### config.mk
export PLATFORM = sky130hd
export DESIGN_NAME = mod_updown_counter
export DESIGN_NICKNAME = d
export VERILOG_FILES = /design/src/rtl/mod_updown_counter.sv
export SDC_FILE = /design/constraint.sdc
export NUM_CORES = 1
export LEC_CHECK = 0
export ABC_AREA = 1
export BUFFER_PORTS_ARGS = -buffer_cell sky130_fd_sc_hd__buf_4
export CAP_MARGIN = 30
export CELL_PAD_IN_SITES_DETAIL_PLACEMENT = 1
export CELL_PAD_IN_SITES_GLOBAL_PLACEMENT = 1
export CORE_ASPECT_RATIO = 1.25
export CORE_MARGIN = 2
export CORE_UTILIZATION = 30
export CTS_BUF_LIST = sky130_fd_sc_hd__clkbuf_8
export DETAILED_ROUTE_END_ITERATION = 12
export PLACE_DENSITY_LB_ADDON = 0.2
export SETUP_SLACK_MARGIN = 0.3
export SLEW_MARGIN = 20
export SYNTH_ARGS = -nofsm -noshare
export SYNTH_HDL_FRONTEND = slang
export SYNTH_SLANG_ARGS = --single-unit
### constraint.sdc
create_clock -name clk -period 1.3 [get_ports clk]
set_clock_uncertainty 0.1 [all_clocks]
set_input_delay 0.13 -clock clk [delete_from_list [all_inputs] [get_ports clk]]
set_output_delay 0.13 -clock clk [all_outputs]
set_load 0.02 [all_outputs]
### src/rtl/mod_updown_counter.sv
// Modulo-MOD up/down counter with synchronous clear/load, terminal-count flag, wrap pulse and sticky overflow.
// Define LIBSV_MOD_UPDOWN_COUNTER_SATURATE_EN to saturate at the terminal count instead of wrapping.
module mod_updown_counter #(
  parameter int unsigned N   = 8,
  parameter int unsigned MOD = 2**N
) (
  input  logic         clk,
  input  logic         areset,
  input  logic         clr,
  input  logic         load,
  input  logic [N-1:0] d,
  input  logic         en,
  input  logic         up,
  output logic [N-1:0] q,
  output logic         tc,
  output logic         wrap,
  output logic         ovf
);

  // One extra bit so MOD == 2**N compares without truncation.
  localparam int unsigned W       = N + 1;
  localparam logic [W-1:0] MAX_EXT = W'(MOD - 1);
  localparam logic [N-1:0] QMAX    = N'(MOD - 1);

  logic [W-1:0] q_ext;
  logic [W-1:0] d_ext;
  logic         at_max;
  logic         at_min;
  logic [N-1:0] up_tc_val;
  logic [N-1:0] dn_tc_val;
  logic [N-1:0] q_next;

  assign q_ext  = {1'b0, q};
  assign d_ext  = {1'b0, d};
  assign at_max = (q_ext == MAX_EXT);
  assign at_min = (q == '0);
  assign tc     = en & ~clr & ~load & ((up & at_max) | (~up & at_min));

`ifdef LIBSV_MOD_UPDOWN_COUNTER_SATURATE_EN
  assign up_tc_val = QMAX;
  assign dn_tc_val = '0;
`else
  assign up_tc_val = '0;
  assign dn_tc_val = QMAX;
`endif

  // Next count: clr > load > en, hold otherwise.
  always_comb begin
    q_next = q;
    if (clr) begin
      q_next = '0;
    end else if (load) begin
      q_next = (d_ext > MAX_EXT) ? QMAX : d;
    end else if (en) begin
      if (up) begin
        q_next = at_max ? up_tc_val : q + N'(1);
      end else begin
        q_next = at_min ? dn_tc_val : q - N'(1);
      end
    end
  end

  always_ff @(posedge clk or posedge areset) begin
    if (areset) begin
      q    <= '0;
      wrap <= 1'b0;
      ovf  <= 1'b0;
    end else begin
      q    <= q_next;
      wrap <= tc;
      if (clr) begin
        ovf <= 1'b0;
      end else if (tc) begin
        ovf <= 1'b1;
      end
    end
  end

endmodule

; ---- After elaboration in Yosys (flattened, before gate mapping)
; Index checks and enable logic that the tools add are counted.
[op_classes]
add_sub_neg = 2
multipliers = 0
n_div = 0
magnitude_cmp = 1
eq_ne = 1
shifts = 0
n_mux = 9
n_bitwise = 9
reduce_logical = 3
[op_table]
columns = cell, n
row1 = two-way mux 8 bit, 7
row2 = adder 8 x 1 -> 8 bit (second input constant), 1
row3 = equality test 8 bit (second input constant), 1
row4 = greater-than comparator 8 bit (second input constant), 1
row5 = logical NOT 8 bit, 1
row6 = subtractor 8 x 1 -> 8 bit (second input constant), 1
row7 = bitwise AND 1 bit, 5
row8 = NOT 1 bit, 3
row9 = nonzero test 3 bit, 1
row10 = two-way mux 1 bit, 2
row11 = nonzero test 2 bit, 1
row12 = OR 1 bit, 1
[word_totals]
register_bits = 10
latch_bits = 0
mem_bits_rw = 0
rom_bits = 0
in_bits = 14
output_inout_bits = 11
n_memories = 0

; ---- Depth between registers and ports, before layout
; Gate-level depths: netlist of the first run.
[depth]
ltp_word = 6
mapped_depth = 11
ltp_nobuf = 11

; ---- Worst setup path after synthesis of the first run
; No wires, ideal clock.
[synth_path]
path_kind = flip-flop to flip-flop
from = register q[0]
to = register q[5]
setup_time_ps = 117
t_arrival_ps = 1370
required_time_ps = 1083
slack_ps = -287
stages_incl_launch_ff = 11
path_buffers = 0
synth_period_minus_slack_ps = 1587
path_cell_list = dfrtp_1 inv_1 ha_1 nand3_1 nor2_4 nor2_4 nand3_1 nand2_1 nand2_1 nand2_1 nand2_1
[synth_via]
elab_chain_cells = 6
[synth_lines]
columns = element, line_no
row1 = from (decl), 14  ; output logic [N-1:0] q,
row2 = from (signal assigned), 69  ; q <= q_next;
row3 = "subtractor 8 x 1 -> 8 bit, or another cell as far along", 58  ; q_next = at_min ? dn_tc_val : q - N'(1);
row4 = two-way mux 8 bit (on tied branches), "58, 56"
row5 = two-way mux 8 bit *, 55  ; if (up) begin
row6 = two-way mux 8 bit *, 54  ; end else if (en) begin
row7 = two-way mux 8 bit *, 52  ; end else if (load) begin
row8 = two-way mux 8 bit *, 50  ; if (clr) begin
; Mark *: on every way between the ends. The rest lies on a longest branch, timed or not. The select of a mux whose other input is x is not followed.
; A chain may end at the register's enable or synchronous reset.

; ---- Worst setup path after layout of the first run
[layout_path]
from = register q[0]
to = output tc
[layout_via]
elab_chain_cells = 4
[layout_lines]
columns = element, line_no
row1 = equality test 8 bit or logical NOT 8 bit (tied branches), "35, 36"
row2 = bitwise AND 1 bit, 37  ; assign tc = en & ~clr & ~load & ((up & at_max) | (~up & at_min));
row3 = OR 1 bit *, 37
row4 = bitwise AND 1 bit *, 37
row5 = to (decl), 15  ; output logic tc,
; Mark *: on every way between the ends. The rest lies on a longest branch, timed or not.

==> results.txt, run 1 <==
----------------------------------------------------
[Drt]
  Routed WL per cell ... 18.5 µm
  Drt drc ... 0
  Initial DRC Count ... 38
  Final routed wirelength across all metal layers ... 4.96 mm
  Number of vias per cell after detailed routing ... 5.20
  Overall via count from detail_route ... 1393
  Post-route antenna net violation count ... 0
  Initial DRT Pass Iterations ... 4

[Die]
  Die span in y ... 66.9 µm
  Placeable core area ... 0.00297 mm²
  Starting density of the core ... 0.319
  Row count ... 22
  Die extent in x ... 54.3 µm
  Number of top-level design ports ... 25
  Die Footprint ... 0.00363 mm²

[Cells and area]
  FILL cells ... 381
  Final instance area ... 0.00182 mm²
  Count of antenna diodes in the layout ... 0
  Layout cell share with drive strength beyond 1 ... 0.513
  Commonest non-fill, non-tap cells in the layout ... 47 x sky130_fd_sc_hd__buf_4, 46 x sky130_fd_sc_hd__nand2_1, 24 x sky130_fd_sc_hd__inv_1, 22 x sky130_fd_sc_hd__buf_6, 10 x sky130_fd_sc_hd__o21ai_1
  Number of nets in the finished design ... 250
  Most frequent standard cell in the layout excluding fill and tap cells ... sky130_fd_sc_hd__buf_4
  Layout area overhead ... 92.3%

[Global route]
  Vias in the first global route ... 1497
  First-pass GRT wire length ... 7.36 mm
  Antenna violations before repair ... 0
  Total grt overflow ... 0
  Overall global routing resource usage ... 0.288
  Pin count of the biggest net entering global routing ... 12

[Status]
  Outcome ... complete, but fails checks
  Failing checks ... negative setup slack

[Timing]
  Transition at the pin with the smallest max-transition slack ... 0.426 ns
  Max_slew headroom ... 0.716
  RSZ-0062 raised after global routing ... true
  Post-route setup TNS ... -3.35 ns
  Peak clock frequency supported by timing ... 586 MHz
  Least setup slack across all paths after layout ... -0.406 ns
  Period minus WS final ... 1.71 ns
  Number of failing setup endpoints in the final timing report ... 13
  Final critical-path share of the clock period ... 1.31
  Final hold violation count ... 0
  Final Max Tran Viols ... 0

[Logic synthesis]
  Seq/Total Area, Yosys ... 0.264
  Number of unique standard cell types used by synthesis ... 22
  Synth Net Count ... 178
  Main synth FF type ... sky130_fd_sc_hd__dfrtp_1
  Synth Register Bits ... 10
  Synthesized netlist cell count ... 161
  YS warnings ... 0
  Async SR Flop Fraction ... 1.00
  Number of synthesized flops with an enable pin ... 0
  Avg Cell Area, Syn ... 5.89 µm²
  Post-synthesis instance area ... 948 µm²

[Worst setup path]
  Critical path data arrival time ... 1.48 ns
  Nature of the critical path startpoint ... register
  Required arrival time at the worst endpoint ... 1.07 ns
  Setup crit end kind ... output port
  Largest fanout on the critical path ... 4
  Flop2flop setup slack ... -0.40 ns
  Type of the worst setup path ... reg -> out

[Power]
  Switching share of total power ... 0.389
  Part of the power in the clock network ... 0.223
  Sw power ... 0.589 mW
  Share of power burned in registers ... 0.260
  Cell Int Power ... 0.927 mW
  Fraction of power consumed by combinational cells ... 0.517
  Pleak ... 0.942 nW
  IR drop worst, VDD ... 0.591 mV
  Power per standard cell area ... 831 mW/mm²

[CTS]
  Number of CTS-inserted buffers ... 3
  Root Buffer Master ... sky130_fd_sc_hd__clkbuf_8
  Clock tree from TritonCTS ... done
  Clock input transition at the sequential cells of the worst setup and hold paths ... 0.05 ns
  H-tree depth ... 1
  Clock latency on the worst-skew pair ... 0.24 ns
  CTS sink count ... 10
  Clock tree buffer depth ... 2

[Place]
  Buffers on Ports ... 24
  Placement-stage worst setup slack ... -0.252 ns
  HPWL after DPL ... 2.80 mm
  Routability Congestion ... 0.895
  Total cell area at the placement stage ... 0.00137 mm²

[Run]
  Max_cap viols ... 0

[Min path]
  Worst min-delay path category ... in -> reg

----------------------------------------------------
[synth_stat cells, types with 2 or more instances]
master | number | area (µm²)
sky130_fd_sc_hd__ha_1 | 3 | 37.5
sky130_fd_sc_hd__nand3_1 | 13 | 65.1
sky130_fd_sc_hd__o21ai_0 | 9 | 45.0
sky130_fd_sc_hd__nor2_1 | 12 | 45.0
sky130_fd_sc_hd__nor2_4 | 2 | 22.5
sky130_fd_sc_hd__nor2_2 | 4 | 25.0
sky130_fd_sc_hd__o21ai_1 | 10 | 50.1
sky130_fd_sc_hd__dfrtp_1 | 10 | 250
sky130_fd_sc_hd__buf_2 | 3 | 15.0
sky130_fd_sc_hd__nand2_1 | 54 | 203
sky130_fd_sc_hd__inv_2 | 2 | 7.51
sky130_fd_sc_hd__inv_1 | 26 | 97.6
sky130_fd_sc_hd__a21oi_1 | 4 | 20.0
[registers in the layout, indices dropped and copies added (netlist names)]
name,cells
q,8
ovf,1
wrap,1
[power by group through the flow]
stage	combinational, mW	sequential (mW)	clock (mW)
after global routing	0.834	0.397	0.360
after global placement	0.499	0.388	0
after CTS	0.666	0.387	0.341
after floorplan	0.271	0.410	0
after detailed placement	0.522	0.392	0
final	0.784	0.394	0.338
[path summary, 6_finish.rpt]
check                                      start               end  cells past startpoint
max in group asynchronous                 areset  q[5]$_DFFE_PP0P_                      3
min in group asynchronous                 areset   ovf$_DFFE_PP0P_                      3
worst min register to register   ovf$_DFFE_PP0P_   ovf$_DFFE_PP0P_                      2
worst min-delay path                        load  q[2]$_DFFE_PP0P_                      3
worst max-delay path            q[0]$_DFFE_PP0P_                tc                      8
worst max register to register  q[0]$_DFFE_PP0P_  q[3]$_DFFE_PP0P_                     12
[cell type report]
class | instances | area, µm² | area share
flip-flops and latches | 10 | 259 | 0.142
multi-input cells | 119 | 744 | 0.408
well taps | 36 | 45.0 | 0.0247
repair buffers | 71 | 621 | 0.340
clock inverters | 1 | 3.75 | 0.00206
inverters | 28 | 110 | 0.0604
clock buffers | 3 | 41.3 | 0.0226
[per-stage QoR]
stage	hold WS [ns]	utilization	cells	power, mW
global placement	0.0488	0.462	239	0.887
floorplan	-0.130	-	161	0.681
detailed placement	0.0572	0.462	239	0.914
CTS	0.0983	0.572	259	1.39
global route	0.136	0.614	268	1.59
finish	0.118	0.614	268	1.52
[metal layers]
layer  wire, µm  track usage  up-vias  share of wire
met5          0            0        -              0
met4        263        0.172        0          0.053
met2       2570        0.492       49           0.52
li1           -            -      641              -
met1       1960        0.318      679           0.39
met3        179       0.0538       24          0.036
[worst max-delay path, stage by stage, from the launching register on]
cell,delay [ns]
sky130_fd_sc_hd__dfrtp_2,0.43
sky130_fd_sc_hd__ha_4,0.17
sky130_fd_sc_hd__nand2_4,0.06
sky130_fd_sc_hd__nor2_4,0.10
sky130_fd_sc_hd__nand2_2,0.07
sky130_fd_sc_hd__a21oi_2,0.14
sky130_fd_sc_hd__o21ai_2,0.09
sky130_fd_sc_hd__inv_2,0.07
sky130_fd_sc_hd__buf_6,0.11
[logic make-up after synthesis]
logic type      Yosys count  share of synthesized area
simple gates             90                      0.416
fa+ha+maj                 3                     0.0396
compound gates           24                      0.128
xor+xnor                  2                     0.0185
buf+inv                  32                      0.135
flops                    10                      0.264
[timing repair]
| item | 4_1_cts | 5_1_grt |
|---|---|---|
| gates resized for setup | 39 | 16 |
| setup endpoints to repair | 20 | 20 |
| hold buffers | 2 | 0 |
| buffers inserted | 14 | 9 |
| hold endpoints to repair | 11 | 0 |
| pin swaps | 13 | 8 |
Power figures use the tool's default switching activity.
==> run 2: changes to the inputs <==
--- a/config.mk
+++ b/config.mk
@@ -17,3 +17,3 @@
 export DETAILED_ROUTE_END_ITERATION = 12
-export PLACE_DENSITY_LB_ADDON = 0.2
+export PLACE_DENSITY_LB_ADDON = 0.3
 export SETUP_SLACK_MARGIN = 0.3
--- a/constraint.sdc
+++ b/constraint.sdc
@@ -4,2 +4,2 @@
 set_output_delay 0.13 -clock clk [all_outputs]
-set_load 0.02 [all_outputs]
+set_load 0.005 [all_outputs]
==> results.txt, run 2 (synthesized netlist as in run 1, its figures left out) <==
----------------------------------------------------
[Place]
  Buffers on Ports ... 24 (unchanged)
  HPWL after DPL ... 2.67 mm (was 2.80 mm)
  Routability Congestion ... 0.831 (was 0.895)

[Die]
  Die span in y ... 66.9 µm (unchanged)
  Die extent in x ... 54.3 µm (unchanged)
  Row count ... 22 (unchanged)
  Number of top-level design ports ... 25 (unchanged)
  Starting density of the core ... 0.319 (unchanged)
  Die Footprint ... 0.00363 mm² (unchanged)
  Placeable core area ... 0.00297 mm² (unchanged)

[Power]
  Fraction of power consumed by combinational cells ... 0.463 (was 0.517)
  IR drop worst, VDD ... 0.796 mV (was 0.591 mV)
  Part of the power in the clock network ... 0.274 (was 0.223)
  Pleak ... 0.894 nW (was 0.942 nW)
  Sw power ... 0.549 mW (was 0.589 mW)
  Total power after layout ... 1.50 mW (was 1.52 mW)
  Cell Int Power ... 0.948 mW (was 0.927 mW)
  Power per standard cell area ... 852 mW/mm² (was 831 mW/mm²)
  Switching share of total power ... 0.367 (was 0.389)
  Share of power burned in registers ... 0.263 (was 0.260)

[CTS]
  Clock tree from TritonCTS ... done (unchanged)
  Clock input transition at the sequential cells of the worst setup and hold paths ... 0.05 ns (about the same)
  H-tree depth ... 1 (unchanged)
  Clock latency on the worst-skew pair ... 0.25 ns (was 0.24 ns)
  Root Buffer Master ... sky130_fd_sc_hd__clkbuf_8 (unchanged)
  Number of CTS-inserted buffers ... 3 (unchanged)
  Clock tree buffer depth ... 2 (unchanged)
  CTS sink count ... 10 (unchanged)

[Worst setup path]
  Most used cell along the critical path ... sky130_fd_sc_hd__nand2_1
  Slowest CP cell ... sky130_fd_sc_hd__dfrtp_2 (unchanged)
  Worst path max stage delay ... 0.42 ns (was 0.43 ns)
  Setup crit end kind ... register (was output port)
  Cell type group with the largest total delay on the critical path ... simple AND/OR/NAND/NOR gates (was flip-flops)
  Number of buffer and inverter instances along the worst setup path ... 2 (unchanged)
  Type of the worst setup path ... reg -> reg (was reg -> out)
  Required arrival time at the worst endpoint ... 1.33 ns (was 1.07 ns)
  Largest fanout on the critical path ... 5 (was 4)
  Nature of the critical path startpoint ... register (unchanged)
  Sequence of cells on the critical path ... inv_2 -> ha_4 -> nand3_4 -> nor2_4 -> buf_6 -> nor2_4 -> o21ai_1 -> nand2_1 -> nand2_1 -> nand2_1 -> nand2_1 (was ha_4 -> nand2_4 -> nor2_4 -> nand2_2 -> a21oi_2 -> o21ai_2 -> inv_2 -> buf_6)
  Critical path data arrival time ... 1.76 ns (was 1.48 ns)

[Cells and area]
  Share of the core filled with cells ... 0.591 (was 0.614)
  FILL cells ... 370 (was 381)
  Most frequent standard cell in the layout excluding fill and tap cells ... sky130_fd_sc_hd__nand2_1 (was sky130_fd_sc_hd__buf_4)
  Layout cell share with drive strength beyond 1 ... 0.495 (was 0.513)
  Commonest non-fill, non-tap cells in the layout ... 46 x sky130_fd_sc_hd__nand2_1, 38 x sky130_fd_sc_hd__buf_4, 22 x sky130_fd_sc_hd__inv_1, 21 x sky130_fd_sc_hd__buf_6 (was 47 x sky130_fd_sc_hd__buf_4, 46 x sky130_fd_sc_hd__nand2_1, 24 x sky130_fd_sc_hd__inv_1, 22 x sky130_fd_sc_hd__buf_6, 10 x sky130_fd_sc_hd__o21ai_1)
  Largest registers ... q (8), ovf (1), wrap (1) (unchanged)
  Number of flip-flops under the largest register name ... 8 (unchanged)
  Count of antenna diodes in the layout ... 0 (unchanged)
  Register ranked first by flip-flop count ... q (unchanged)
  Layout area overhead ... 85.2% (was 92.3%)
  Number of nets in the finished design ... 240 (was 250)

[Drt]
  Initial DRT Pass Iterations ... 4 (unchanged)
  Routed WL per cell ... 18.1 µm (was 18.5 µm)
  Number of vias per cell after detailed routing ... 5.12 (was 5.20)
  Initial DRC Count ... 26 (was 38)
  Final routed wirelength across all metal layers ... 4.68 mm (was 4.96 mm)
  Drt drc ... 0 (unchanged)
  Overall via count from detail_route ... 1320 (was 1393)
  Post-route antenna net violation count ... 0 (unchanged)

[Status]
  Failing checks ... negative setup slack (unchanged)
  Outcome ... complete, but fails checks (unchanged)

[Global route]
  Pin count of the biggest net entering global routing ... 12 (unchanged)
  Antenna violations before repair ... 0 (unchanged)
  Vias in the first global route ... 1399 (was 1497)
  First-pass GRT wire length ... 6.66 mm (was 7.36 mm)
  Total grt overflow ... 0 (unchanged)
  Overall global routing resource usage ... 0.258 (was 0.288)

[Timing]
  RSZ-0062 raised after global routing ... true (unchanged)
  Post-route setup TNS ... -3.33 ns (was -3.35 ns)
  Peak clock frequency supported by timing ... 578 MHz (was 586 MHz)
  Final Max Tran Viols ... 0 (unchanged)
  Final hold violation count ... 0 (unchanged)
  Max_slew headroom ... 0.718 (was 0.716)
  Least setup slack across all paths after layout ... -0.432 ns (was -0.406 ns)
  Final critical-path share of the clock period ... 1.33 (was 1.31)
  Transition at the pin with the smallest max-transition slack ... 0.423 ns (was 0.426 ns)
  Number of failing setup endpoints in the final timing report ... 13 (unchanged)
  Period minus WS final ... 1.73 ns (was 1.71 ns)

[Min path]
  Worst min-delay path category ... in -> reg (unchanged)

[Run]
  Max_cap viols ... 0 (unchanged)

----------------------------------------------------
==> run 2: cell types whose count changed in the layout (fill, tap and decap cells not counted), moves of 2 or more <==
| cell | delta |
|---|---|
| sky130_fd_sc_hd__inv_1 | -2 |
| sky130_fd_sc_hd__nor2_2 | -2 |
| sky130_fd_sc_hd__buf_4 | -9 |
| sky130_fd_sc_hd__inv_2 | +3 |
| sky130_fd_sc_hd__nand3_2 | -2 |
| sky130_fd_sc_hd__inv_4 | -2 |
==> run 2: through the flow <==
step	std cells	hold slack, ns	instance area [µm²]	worst slack, ns
2_1_floorplan	161	-0.130	987	-0.107
3_3_place_gp	234	0.0385	1320	-0.212
6_report	258	0.104	1760	-0.432
3_5_place_dp	234	0.0519	1320	-0.279
4_1_cts	250	0.0947	1600	-0.415
5_1_grt	258	0.134	1760	-0.524
==> run 2: layer usage <==
metal / vias to the layer above / part of all wire / GRT usage
li1: 625 / - / -
met1: 639 / 0.39 / 0.301
met2: 36 / 0.55 / 0.468
met3: 20 / 0.028 / 0.0135
met4: 0 / 0.041 / 0.109
met5: - / 0 / 0
==> run 2: power by group through the flow <==
stage	Clock (mW)	Sequential (mW)	Combinational (mW)
3_3_place_gp	0	0.381	0.446
5_1_grt	0.430	0.396	0.745
3_5_place_dp	0	0.384	0.466
4_1_cts	0.395	0.384	0.577
6_report	0.410	0.393	0.694
2_1_floorplan	0	0.374	0.259
==> run 2: timing repair <==
action | in CTS | in global routing
hold buffers | 2 | 0
endpoints found under the hold margin | 11 | 0
setup endpoints to repair | 19 | 21
setup buffers | 10 | 8
resized for setup | 33 | 28
pin swaps | 8 | 14
==> run 2: area by class of cell <==
type	instances	area, µm²	share of cell area
clock buffer	4	55.1	0.0313
timing repair buffer	61	542	0.308
multi-input combinational	119	751	0.427
sequential	10	259	0.147
tap	36	45.0	0.0256
inverter	28	105	0.0598
==> run 2: worst reg2reg max path: stages (launching register included) <==
cell,delay (ns)
sky130_fd_sc_hd__dfrtp_2,0.42
sky130_fd_sc_hd__inv_2,0.08
sky130_fd_sc_hd__ha_4,0.16
sky130_fd_sc_hd__nand3_4,0.08
sky130_fd_sc_hd__nor2_4,0.06
sky130_fd_sc_hd__buf_6,0.11
sky130_fd_sc_hd__nor2_4,0.19
sky130_fd_sc_hd__o21ai_1,0.13
sky130_fd_sc_hd__nand2_1,0.09
sky130_fd_sc_hd__nand2_1,0.05
sky130_fd_sc_hd__nand2_1,0.08
sky130_fd_sc_hd__nand2_1,0.07
==> run 2: path summary, 6_finish.rpt <==
check / from / end / slack, ns / depth (start not counted)
max: q[1]$_DFFE_PP0P_ / q[3]$_DFFE_PP0P_ / -0.43 / 11
min: load / q[2]$_DFFE_PP0P_ / 0.10 / 3
max reg2reg: q[1]$_DFFE_PP0P_ / q[3]$_DFFE_PP0P_ / -0.43 / 11
min reg2reg: ovf$_DFFE_PP0P_ / ovf$_DFFE_PP0P_ / 0.48 / 2
max in group asynchronous: areset / q[2]$_DFFE_PP0P_ / 0.44 / 3
min in group asynchronous: areset / q[3]$_DFFE_PP0P_ / 0.34 / 3
==> run 3: changes to the inputs <==
Settings changed: CORE_MARGIN 2 to default.
==> results.txt, run 3 (synthesized netlist as in run 1, its figures left out) <==
----------------------------------------------------
[Timing]
  Final Max Tran Viols ... 0 (unchanged)
  Final critical-path share of the clock period ... 1.40 (was 1.33)
  Peak clock frequency supported by timing ... 549 MHz (was 578 MHz)
  Worst Hold Slack ... 0.115 ns (was 0.104 ns)
  Transition at the pin with the smallest max-transition slack ... 0.424 ns (was 0.423 ns)
  Period minus WS final ... 1.82 ns (was 1.73 ns)
  Number of failing setup endpoints in the final timing report ... 12 (was 13)
  Max_slew headroom ... 0.717 (was 0.718)
  Final hold violation count ... 0 (unchanged)
  Least setup slack across all paths after layout ... -0.522 ns (was -0.432 ns)
  RSZ-0062 raised after global routing ... true (unchanged)

[CTS]
  Root Buffer Master ... sky130_fd_sc_hd__clkbuf_8 (unchanged)
  Clock input transition at the sequential cells of the worst setup and hold paths ... 0.06 ns (was 0.05 ns)
  Number of CTS-inserted buffers ... 3 (unchanged)
  H-tree depth ... 1 (unchanged)
  CTS sink count ... 10 (unchanged)
  Clock tree from TritonCTS ... done (unchanged)
  Clock tree buffer depth ... 2 (unchanged)
  Clock latency on the worst-skew pair ... 0.25 ns (about the same)

[Worst setup path]
  Timing startpoint of the critical path ... q[2]$_DFFE_PP0P_ (was q[1]$_DFFE_PP0P_)
  Timing endpoint of the critical path ... q[3]$_DFFE_PP0P_ (unchanged)
  Setup crit end kind ... register (unchanged)
  Largest fanout on the critical path ... 5 (unchanged)
  Critical path data arrival time ... 1.91 ns (was 1.76 ns)
  Number of buffer and inverter instances along the worst setup path ... 2 (unchanged)
  Launching point of the worst reg2reg path ... q[2]$_DFFE_PP0P_ (was q[1]$_DFFE_PP0P_)
  Most used cell along the critical path ... sky130_fd_sc_hd__nand2_1 (unchanged)
  Logic depth of the worst register-to-register path ... 11 (unchanged)
  Worst path max stage delay ... 0.45 ns (was 0.42 ns)
  Required arrival time at the worst endpoint ... 1.38 ns (was 1.33 ns)
  Flop2flop setup slack ... -0.52 ns (was -0.43 ns)
  Endpoint of the worst-slack reg-to-reg timing path ... q[3]$_DFFE_PP0P_ (unchanged)
  Stages on the worst setup path ... 11 (unchanged)
  Slowest CP cell ... sky130_fd_sc_hd__dfrtp_2 (unchanged)
  Cell type group with the largest total delay on the critical path ... simple AND/OR/NAND/NOR gates (unchanged)
  Sequence of cells on the critical path ... buf_12 -> nor2_4 -> nand2_2 -> nor2_4 -> buf_6 -> nor2_4 -> o21ai_1 -> nand2_1 -> nand2_1 -> nand2_1 -> nand2_1 (was inv_2 -> ha_4 -> nand3_4 -> nor2_4 -> buf_6 -> nor2_4 -> o21ai_1 -> nand2_1 -> nand2_1 -> nand2_1 -> nand2_1)
  Nature of the critical path startpoint ... register (unchanged)
  Type of the worst setup path ... reg -> reg (unchanged)

[Cells and area]
  Register ranked first by flip-flop count ... q (unchanged)
  Largest registers ... q (8), ovf (1), wrap (1) (unchanged)
  Layout area overhead ... 89.7% (was 85.2%)
  Most frequent standard cell in the layout excluding fill and tap cells ... sky130_fd_sc_hd__nand2_1 (unchanged)
  Number of standard cells in the layout, taps in and fillers out ... 263 (was 258)
  Number of nets in the finished design ... 245 (was 240)
  Commonest non-fill, non-tap cells in the layout ... 47 x sky130_fd_sc_hd__nand2_1, 38 x sky130_fd_sc_hd__buf_4, 25 x sky130_fd_sc_hd__buf_6, 23 x sky130_fd_sc_hd__inv_1, 10 x sky130_fd_sc_hd__nor2_1 (was 46 x sky130_fd_sc_hd__nand2_1, 38 x sky130_fd_sc_hd__buf_4, 22 x sky130_fd_sc_hd__inv_1, 21 x sky130_fd_sc_hd__buf_6)
  FILL cells ... 374 (was 370)
  Count of antenna diodes in the layout ... 0 (unchanged)
  Number of flip-flops under the largest register name ... 8 (unchanged)
  Layout cell share with drive strength beyond 1 ... 0.498 (was 0.495)

[Power]
  IR drop worst, VDD ... 0.657 mV (was 0.796 mV)
  Pleak ... 0.921 nW (was 0.894 nW)
  Power per standard cell area ... 842 mW/mm² (was 852 mW/mm²)

[Global route]
  Antenna violations before repair ... 0 (unchanged)
  Pin count of the biggest net entering global routing ... 12 (unchanged)
  Overall global routing resource usage ... 0.259 (was 0.258)
  Total grt overflow ... 0 (unchanged)
  First-pass GRT wire length ... 6.37 mm (was 6.66 mm)
  Vias in the first global route ... 1359 (was 1399)

[Place]
  HPWL after DPL ... 2.56 mm (was 2.67 mm)
  Placed cells ... 234 (unchanged)
  Buffers on Ports ... 24 (unchanged)
  Placement-stage worst setup slack ... -0.269 ns (was -0.279 ns)
  Routability Congestion ... 0.794 (was 0.831)

[Drt]
  Drt drc ... 0 (unchanged)
  Initial DRC Count ... 37 (was 26)
  Overall via count from detail_route ... 1388 (was 1320)
  Post-route antenna net violation count ... 0 (unchanged)
  Initial DRT Pass Iterations ... 4 (unchanged)
  Final routed wirelength across all metal layers ... 5.21 mm (was 4.68 mm)
  Routed WL per cell ... 19.8 µm (was 18.1 µm)
  Number of vias per cell after detailed routing ... 5.28 (was 5.12)

[Status]
  Outcome ... complete, but fails checks (unchanged)
  Failing checks ... negative setup slack (unchanged)

[Die]
  Die Footprint ... 0.00339 mm² (was 0.00363 mm²)
  Die extent in x ... 52.3 µm (was 54.3 µm)
  Die span in y ... 64.9 µm (was 66.9 µm)
  Row count ... 22 (unchanged)
  Starting density of the core ... 0.319 (unchanged)
  Placeable core area ... 0.00297 mm² (unchanged)
  Number of top-level design ports ... 25 (unchanged)

[Min path]
  Worst min-delay path category ... in -> reg (unchanged)

[Run]
  Max_cap viols ... 0 (unchanged)

----------------------------------------------------
-- run 3: worst min-delay path by stage --
stage / depth (start not counted) / startpoint / slack (ns) / endpoint
floorplan: 1 / areset / -0.13 / ovf$_DFFE_PP0P_
finish: 4 / en / 0.12 / q[4]$_DFFE_PP0P_
detailed placement: 2 / areset / 0.06 / q[3]$_DFFE_PP0P_
global route: 4 / en / 0.14 / q[4]$_DFFE_PP0P_
global placement: 2 / areset / 0.04 / q[5]$_DFFE_PP0P_
CTS: 3 / load / 0.1 / q[2]$_DFFE_PP0P_
-- run 3: layout make-up --
class	count	area, µm²	share of cell area
clock buffers	4	55.1	0.0306
inverters	28	105	0.0584
multi-input cells	119	727	0.404
flip-flops and latches	10	260	0.145
well taps	36	45.0	0.0250
repair buffers	66	607	0.337
-- run 3: stage by stage --
stage / utilization / cell area, µm² / setup TNS (ns) / total power [mW]
after floorplan: - / 987 / -0.757 / 0.633
after global placement: 0.443 / 1320 / -1.45 / 0.828
after detailed placement: 0.443 / 1320 / -1.90 / 0.844
after CTS: 0.540 / 1610 / -2.72 / 1.32
after global routing: 0.605 / 1800 / -4.94 / 1.57
final: 0.605 / 1800 / -4.20 / 1.51
-- run 3: worst min-delay path, cell delays in order --
cell and delay [ns]:
sky130_fd_sc_hd__buf_4 0.09, sky130_fd_sc_hd__inv_1 0.04, sky130_fd_sc_hd__nand2_1 0.10, sky130_fd_sc_hd__o21ai_1 0.06
-- run 3: what timing repair did --
item / 4_1_cts / 5_1_grt
setup buffers: 14 / 9
setup endpoints to repair: 19 / 20
resized for setup: 28 / 31
hold endpoints to repair: 11 / 0
pin swaps: 5 / 9
hold buffers: 2 / 0
-- run 3: report_power, final --
| part | internal (mW) | leakage, nW | switching [mW] | total, mW |
|---|---|---|---|---|
| logic | 0.349 | 0.771 | 0.361 | 0.711 |
| clock network | 0.268 | 0.0288 | 0.143 | 0.411 |
| registers | 0.340 | 0.121 | 0.0530 | 0.393 |
-- run 3: routing by layer --
layer	global-route usage	share of wire
met5	0	0
met4	0.118	0.063
met3	0.0211	0.035
met2	0.473	0.51
met1	0.290	0.39
